[src/rtl/srlatch_driver.sv]
// srlatch_driver: set/reset sequencer for an SR latch brick with q/qb check.
// In: clk, rst, CELV/CELG/SUB, en, period, duty, pulse_len, q, qb. Out: s, r, rb, cycle_start, fault, fault_code.
module srlatch_driver #(
  parameter int CNT_W   = 8,
  parameter int PLS_W   = 4,
  parameter int CHK_DLY = 2
) (
  input  logic             clk,
  input  logic             rst,
  input  logic             CELV,
  input  logic             CELG,
  input  logic             SUB,
  input  logic             en,
  input  logic [CNT_W-1:0] period,
  input  logic [CNT_W-1:0] duty,
  input  logic [PLS_W-1:0] pulse_len,
  input  logic             q,
  input  logic             qb,
  output logic             s,
  output logic             r,
  output logic             rb,
  output logic             cycle_start,
  output logic             fault,
  output logic [1:0]       fault_code
);

  typedef enum logic [2:0] {
    IDLE, SET_P, HIGH, RST_P, LOW, FAULT
  } state_t;

  localparam logic [CNT_W-1:0] C_ONE  = 1;
  localparam logic [CNT_W-1:0] C_TWO  = 2;
  localparam logic [PLS_W:0]   L_ONE  = 1;
  localparam logic [2:0]       CHK_LD = 3'(CHK_DLY - 1);

  state_t           state, n_state;
  logic [CNT_W-1:0] cnt, n_cnt, nc;
  logic [CNT_W-1:0] p_sh, d_sh, p_in;
  logic [PLS_W:0]   l_sh, l_in, pc, n_pc;
  logic             arm, n_arm, stop, n_stop;
  logic             n_s, n_r, n_cs, do_start;
  logic             wrap, hit_d, live;
  logic             chk_act, chk_exp;
  logic [2:0]       chk_t;
  logic             chk_cancel, chk_due, chk_bad;
  logic             unused_pins;

  assign unused_pins = CELV ^ CELG ^ SUB;

  assign p_in  = (period < C_TWO) ? C_TWO : period;
  assign l_in  = (pulse_len == '0) ? L_ONE : {1'b0, pulse_len};
  assign wrap  = (cnt == p_sh - C_ONE);
  assign nc    = wrap ? '0 : cnt + C_ONE;
  // reset point only exists for 0 < D < P
  assign hit_d = (nc == d_sh) && (d_sh < p_sh) && (d_sh != '0);
  assign live  = (state != IDLE) && (state != FAULT);

  // an opposite pulse seen before the sample cycle voids the check
  assign chk_cancel = live && chk_act && (chk_exp ? r : s);
  assign chk_due    = live && chk_act && !chk_cancel && (chk_t == '0);
  assign chk_bad    = chk_due && ((q != chk_exp) || (q == qb));

  always_comb begin
    n_state  = state;
    n_cnt    = cnt;
    n_pc     = pc;
    n_arm    = 1'b0;
    n_stop   = stop;
    n_s      = 1'b0;
    n_r      = 1'b0;
    n_cs     = 1'b0;
    do_start = 1'b0;
    unique case (state)
      IDLE: begin
        n_cnt  = '0;
        n_stop = 1'b0;
        if (arm) do_start = 1'b1;
        else     n_arm = en;
      end
      SET_P: begin
        n_cnt = nc;
        if (!en) begin
          n_state = RST_P;
          n_r     = 1'b1;
          n_pc    = L_ONE;
          n_stop  = 1'b1;
        end else if (wrap) begin
          do_start = 1'b1;
        end else if (hit_d) begin
          n_state = RST_P;
          n_r     = 1'b1;
          n_pc    = L_ONE;
        end else if (pc >= l_sh) begin
          n_state = HIGH;
        end else begin
          n_s  = 1'b1;
          n_pc = pc + L_ONE;
        end
      end
      HIGH: begin
        n_cnt = nc;
        if (!en) begin
          n_state = RST_P;
          n_r     = 1'b1;
          n_pc    = L_ONE;
          n_stop  = 1'b1;
        end else if (wrap) begin
          do_start = 1'b1;
        end else if (hit_d) begin
          n_state = RST_P;
          n_r     = 1'b1;
          n_pc    = L_ONE;
        end
      end
      RST_P: begin
        n_cnt  = nc;
        n_stop = stop | !en;
        if (wrap && en && !stop) begin
          do_start = 1'b1;
        end else if (pc >= l_sh) begin
          if (stop || !en) begin
            n_state = IDLE;
            n_cnt   = '0;
            n_stop  = 1'b0;
          end else begin
            n_state = LOW;
          end
        end else begin
          n_r  = 1'b1;
          n_pc = pc + L_ONE;
        end
      end
      LOW: begin
        n_cnt = nc;
        if (!en) begin
          n_state = IDLE;
          n_cnt   = '0;
        end else if (wrap) begin
          do_start = 1'b1;
        end
      end
      FAULT: begin
        n_r = 1'b1;
      end
      default: begin
        n_state = IDLE;
        n_cnt   = '0;
      end
    endcase
    if (do_start) begin
      n_cnt   = '0;
      n_pc    = L_ONE;
      n_cs    = 1'b1;
      n_state = (duty == '0) ? RST_P : SET_P;
      n_s     = (duty != '0);
      n_r     = (duty == '0);
    end
    if (chk_bad) begin
      n_state = FAULT;
      n_s     = 1'b0;
      n_r     = 1'b1;
      n_cs    = 1'b0;
    end
  end

  always_ff @(posedge clk) begin
    if (rst) begin
      state       <= IDLE;
      cnt         <= '0;
      pc          <= '0;
      p_sh        <= C_TWO;
      d_sh        <= '0;
      l_sh        <= L_ONE;
      arm         <= 1'b0;
      stop        <= 1'b0;
      s           <= 1'b0;
      r           <= 1'b1;
      rb          <= 1'b0;
      cycle_start <= 1'b0;
      fault       <= 1'b0;
      fault_code  <= 2'b00;
      chk_act     <= 1'b0;
      chk_exp     <= 1'b0;
      chk_t       <= '0;
    end else begin
      state       <= n_state;
      cnt         <= n_cnt;
      pc          <= n_pc;
      arm         <= n_arm;
      stop        <= n_stop;
      s           <= n_s;
      r           <= n_r;
      rb          <= ~n_r;
      cycle_start <= n_cs;
      if (do_start) begin
        p_sh <= p_in;
        d_sh <= duty;
        l_sh <= l_in;
      end
      if (chk_bad) begin
        fault      <= 1'b1;
        fault_code <= (q == qb) ? 2'b10 : 2'b01;
      end
      if (!live || chk_cancel || chk_due) chk_act <= 1'b0;
      else if (chk_t != '0) chk_t <= chk_t - 3'd1;
      if (n_state != FAULT && n_state != IDLE) begin
        if (s && !n_s) begin
          chk_act <= 1'b1;
          chk_exp <= 1'b1;
          chk_t   <= CHK_LD;
        end else if (r && !n_r) begin
          chk_act <= 1'b1;
          chk_exp <= 1'b0;
          chk_t   <= CHK_LD;
        end
      end
    end
  end

endmodule

[config.mk]
export PLATFORM = sky130hd
export DESIGN_NAME = srlatch_driver
export DESIGN_NICKNAME = d
export VERILOG_FILES = /design/src/rtl/srlatch_driver.sv
export SDC_FILE = /design/constraint.sdc
export NUM_CORES = 1
export LEC_CHECK = 0
export CORE_MARGIN = 5
export CORE_UTILIZATION = 55
export CTS_BUF_LIST = sky130_fd_sc_hd__clkbuf_8
export CTS_CLUSTER_SIZE = 24
export DETAILED_ROUTE_END_ITERATION = 8
export PLACE_DENSITY = 0.82
export SLEW_MARGIN = 20
export SYNTH_ARGS = -nofsm -noshare
export SYNTH_HDL_FRONTEND = slang
export SYNTH_SLANG_ARGS = --single-unit
[constraint.sdc]
create_clock -name clk -period 3.2 [get_ports clk]
set_clock_uncertainty 0.05 [all_clocks]
set_input_delay 0.64 -clock clk [delete_from_list [all_inputs] [get_ports clk]]
set_output_delay 0.64 -clock clk [all_outputs]
set_load 0.005 [all_outputs]
==> flow_metrics.env <==
export IMPL_status="completed"
export IMPL_wire_per_inst_um=15.4
export IMPL_placed_area_um2=3660
export IMPL_max_slew_margin_pct=64.1
export IMPL_nNetsFinal=500
export IMPL_num_rows=28
export IMPL_tightest_slew_ns=0.536
export IMPL_worst_ep_arrival_time_ns=3.20
export IMPL_rrSetupSlack_ns=0.16
export IMPL_diodes=0
export IMPL_vias=3249
export IMPL_cts_sinks=50
export IMPL_setup_worst_path_end_class="register"
export IMPL_syn_inst=427
export IMPL_drc=0
export IMPL_drive_above_1_share_pct=10.3
export IMPL_setup_viol=0
export IMPL_hold_viol=0
export IMPL_min_period_ns=3.04
export IMPL_min_path_type="register to register"
export IMPL_synth_cell_types=74
export IMPL_antenna_found_initial=0
export IMPL_synthArstFlopShare_pct=0
export IMPL_r2r_cells=9
export IMPL_ys_seq_area_share_pct=30.5
export IMPL_fin_area_um2=3770
export IMPL_fin_tns_setup_ns=0
export IMPL_grt_pass1_wl_mm=13.9
export IMPL_path_class="register to register"
export IMPL_place_inst=524
export IMPL_whs_path_depth=2
export IMPL_p_leak_nw=1.42
export IMPL_grt_overflow_total=0
export IMPL_synth_top_cell_by_area="dfxtp_1"
export IMPL_chipWidth_um=87.2
export IMPL_drt_pass1_iter_count=5
export IMPL_period_share_pct=95.1
export IMPL_cts_tree="done"
export IMPL_fmax_mhz=328
export IMPL_synth_edf_count=0
export IMPL_post_cts_repair_setup_buffers=0
export IMPL_grt_pass1_vias=3015
export IMPL_cts_root_buf="clkbuf_8"
export IMPL_hold_slack_ns=0.412
export IMPL_ant_nets=0
export IMPL_vias_per_cell=6.12
export IMPL_peakVddDrop_uv=424
export IMPL_design_power_total_mw=2.72
export IMPL_synth_area_leaders="dfxtp_1 31%, nand2_1 7.0%, a21oi_1 6.6%, ha_1 6.1%, nor2_1 5.5%"
export IMPL_ys_ff_latch=50
export IMPL_worstPathRequired_ns=3.36
export IMPL_core_area_um2=5850
export IMPL_synth_ff_type="dfxtp_1"
export IMPL_worst_slack_ns=0.156
export IMPL_syn_mean_instance_area_um2=7.68
export IMPL_synth_most_common_cell="nand2_1"
export IMPL_ys_top_cells_by_count="61 x nand2_1, 50 x dfxtp_1, 48 x nor2_1, 43 x a21oi_1, 26 x inv_1"
export IMPL_finish_utilization_pct=64.5
export IMPL_drt_iter0_drc=346
export IMPL_die_h_um=87.2
export IMPL_max_cap_viol_count=0
export IMPL_numCtsBuffers=5
export IMPL_initial_core_util_pct=56.0
export IMPL_stdcell_count=531
export IMPL_area_delta_synth_final_pct=15.2
export IMPL_cts_max_path_buffers=2
export IMPL_fp_dieArea_um2=7600
export IMPL_routed_wl_mm=8.17
export IMPL_p_per_area_nw_per_um2=720
export IMPL_rsz0062_at_grt="true"
export IMPL_cp_start_kind="register"
export IMPL_cp_max_fo=7
export IMPL_place_gp_congestion=0.912
export IMPL_boundaryPins=35
export IMPL_slew_viol_final=0
export IMPL_clkTransAtPathRegs_ns=0.10
export IMPL_track_usage_pct=22.6
export IMPL_dpl_hpwl_mm=6.11
export IMPL_portBuffers=31
export IMPL_htree_num_levels=2
export IMPL_synth_top_area_share_pct=30.5
export IMPL_post_place_ws_ns=0.0606
export IMPL_insertion_delay_ns=0.31
export IMPL_netlist_area_um2=3280
export IMPL_grt_max_degree=31
export IMPL_syn_num_nets=471
export IMPL_yosysWarnings=0
final cells by class:
type	instances	area, um2
Clock buffer	5	68.8
Clock inverter	2	17.5
Fill cell	497	2080
Inverter	26	97.6
Multi-Input combinational cell	333	2110
Sequential cell	50	1000
Tap cell	75	93.8
Timing Repair Buffer	40	382
cells in the final DEF (no fill, tap or decap), types with 2 or more instances in the layout:
| cell | synthesis | layout |
|---|---|---|
| inv_6 | 0 | 2 |
| mux2i_1 | 2 | 2 |
| a21oi_1 | 43 | 42 |
| nand2b_1 | 6 | 6 |
| o22ai_1 | 2 | 2 |
| a211oi_1 | 5 | 5 |
| nand2_1 | 61 | 61 |
| or3_1 | 6 | 6 |
| o311a_1 | 2 | 2 |
| inv_1 | 26 | 26 |
| xor2_1 | 9 | 9 |
| nor2b_1 | 4 | 4 |
| dfxtp_2 | 0 | 3 |
| clkbuf_8 | 0 | 5 |
| nor3_1 | 13 | 13 |
| xnor2_1 | 9 | 9 |
| a211o_1 | 5 | 5 |
| and2_1 | 3 | 3 |
| o211ai_1 | 2 | 2 |
| a31oi_1 | 5 | 5 |
| nand4_1 | 3 | 3 |
| and3_1 | 4 | 4 |
| dfxtp_1 | 50 | 47 |
| or4_1 | 2 | 2 |
| o21ai_0 | 17 | 17 |
| nand3_1 | 13 | 13 |
| buf_4 | 1 | 8 |
| clkdlybuf4s50_1 | 0 | 31 |
| o31ai_1 | 3 | 3 |
| nand3b_1 | 2 | 2 |
| nor2_1 | 48 | 48 |
| ha_1 | 16 | 15 |
| or4_4 | 2 | 2 |
| nor4_1 | 5 | 5 |
state kept, by name, indices dropped and copies added, names as in the netlist, 2 cells and up:
register	count
d_sh	8
p_sh	8
state	3
l_sh	4
cnt	8
pc	5
chk_t	3
fault_code	2
per-layer routing:
metal	wire, um	global-route usage, %
met1	3680	30.9
met2	3720	36.2
met3	644	4.54
met4	123	6.14
met5	0	0
report_power, final:
group / total [mW] / internal (mW) / leakage, nW / switching, mW
sequential: 0.864 / 0.735 / 0.407 / 0.130
clock: 0.383 / 0.156 / 0.0450 / 0.227
combinational: 1.47 / 0.600 / 0.964 / 0.872
total: 2.72 / 1.49 / 1.42 / 1.23
critical path, cell delays in order, from the launching register on:
cell	delay (ns)
dfxtp_1	0.46
ha_1	0.36
inv_1	0.14
o21ai_0	0.26
a21oi_1	0.10
or4_4	0.52
o31a_1	0.29
o32ai_4	0.27
a32oi_2	0.13
o311a_1	0.37
path summary, 6_finish.rpt:
check	endpoint	startpoint
worst min register to register	l_sh[1]	l_sh[1]
worst max-delay path	chk_t[1]	cnt[1]
worst max register to register	chk_t[1]	cnt[1]
worst min-delay path	l_sh[1]	l_sh[1]
repair_timing:
item,4_1_cts,5_1_grt
endpoints found under the hold margin,0,0
resized for setup,0,8
setup endpoints to repair,0,13
hold buffers,0,0
cells by family (layout without fill, tap and decap cells):
logic type	count (synthesis)	in the layout	synth area share, %
flops	50	50	30.5
compound gates	112	112	24.0
simple gates	183	183	27.3
buf+inv	44	73	5.84
mux	3	3	0.954
fa+ha+maj	16	16	6.11
xor+xnor	19	19	5.31
(Power assumes the default switching activity.)
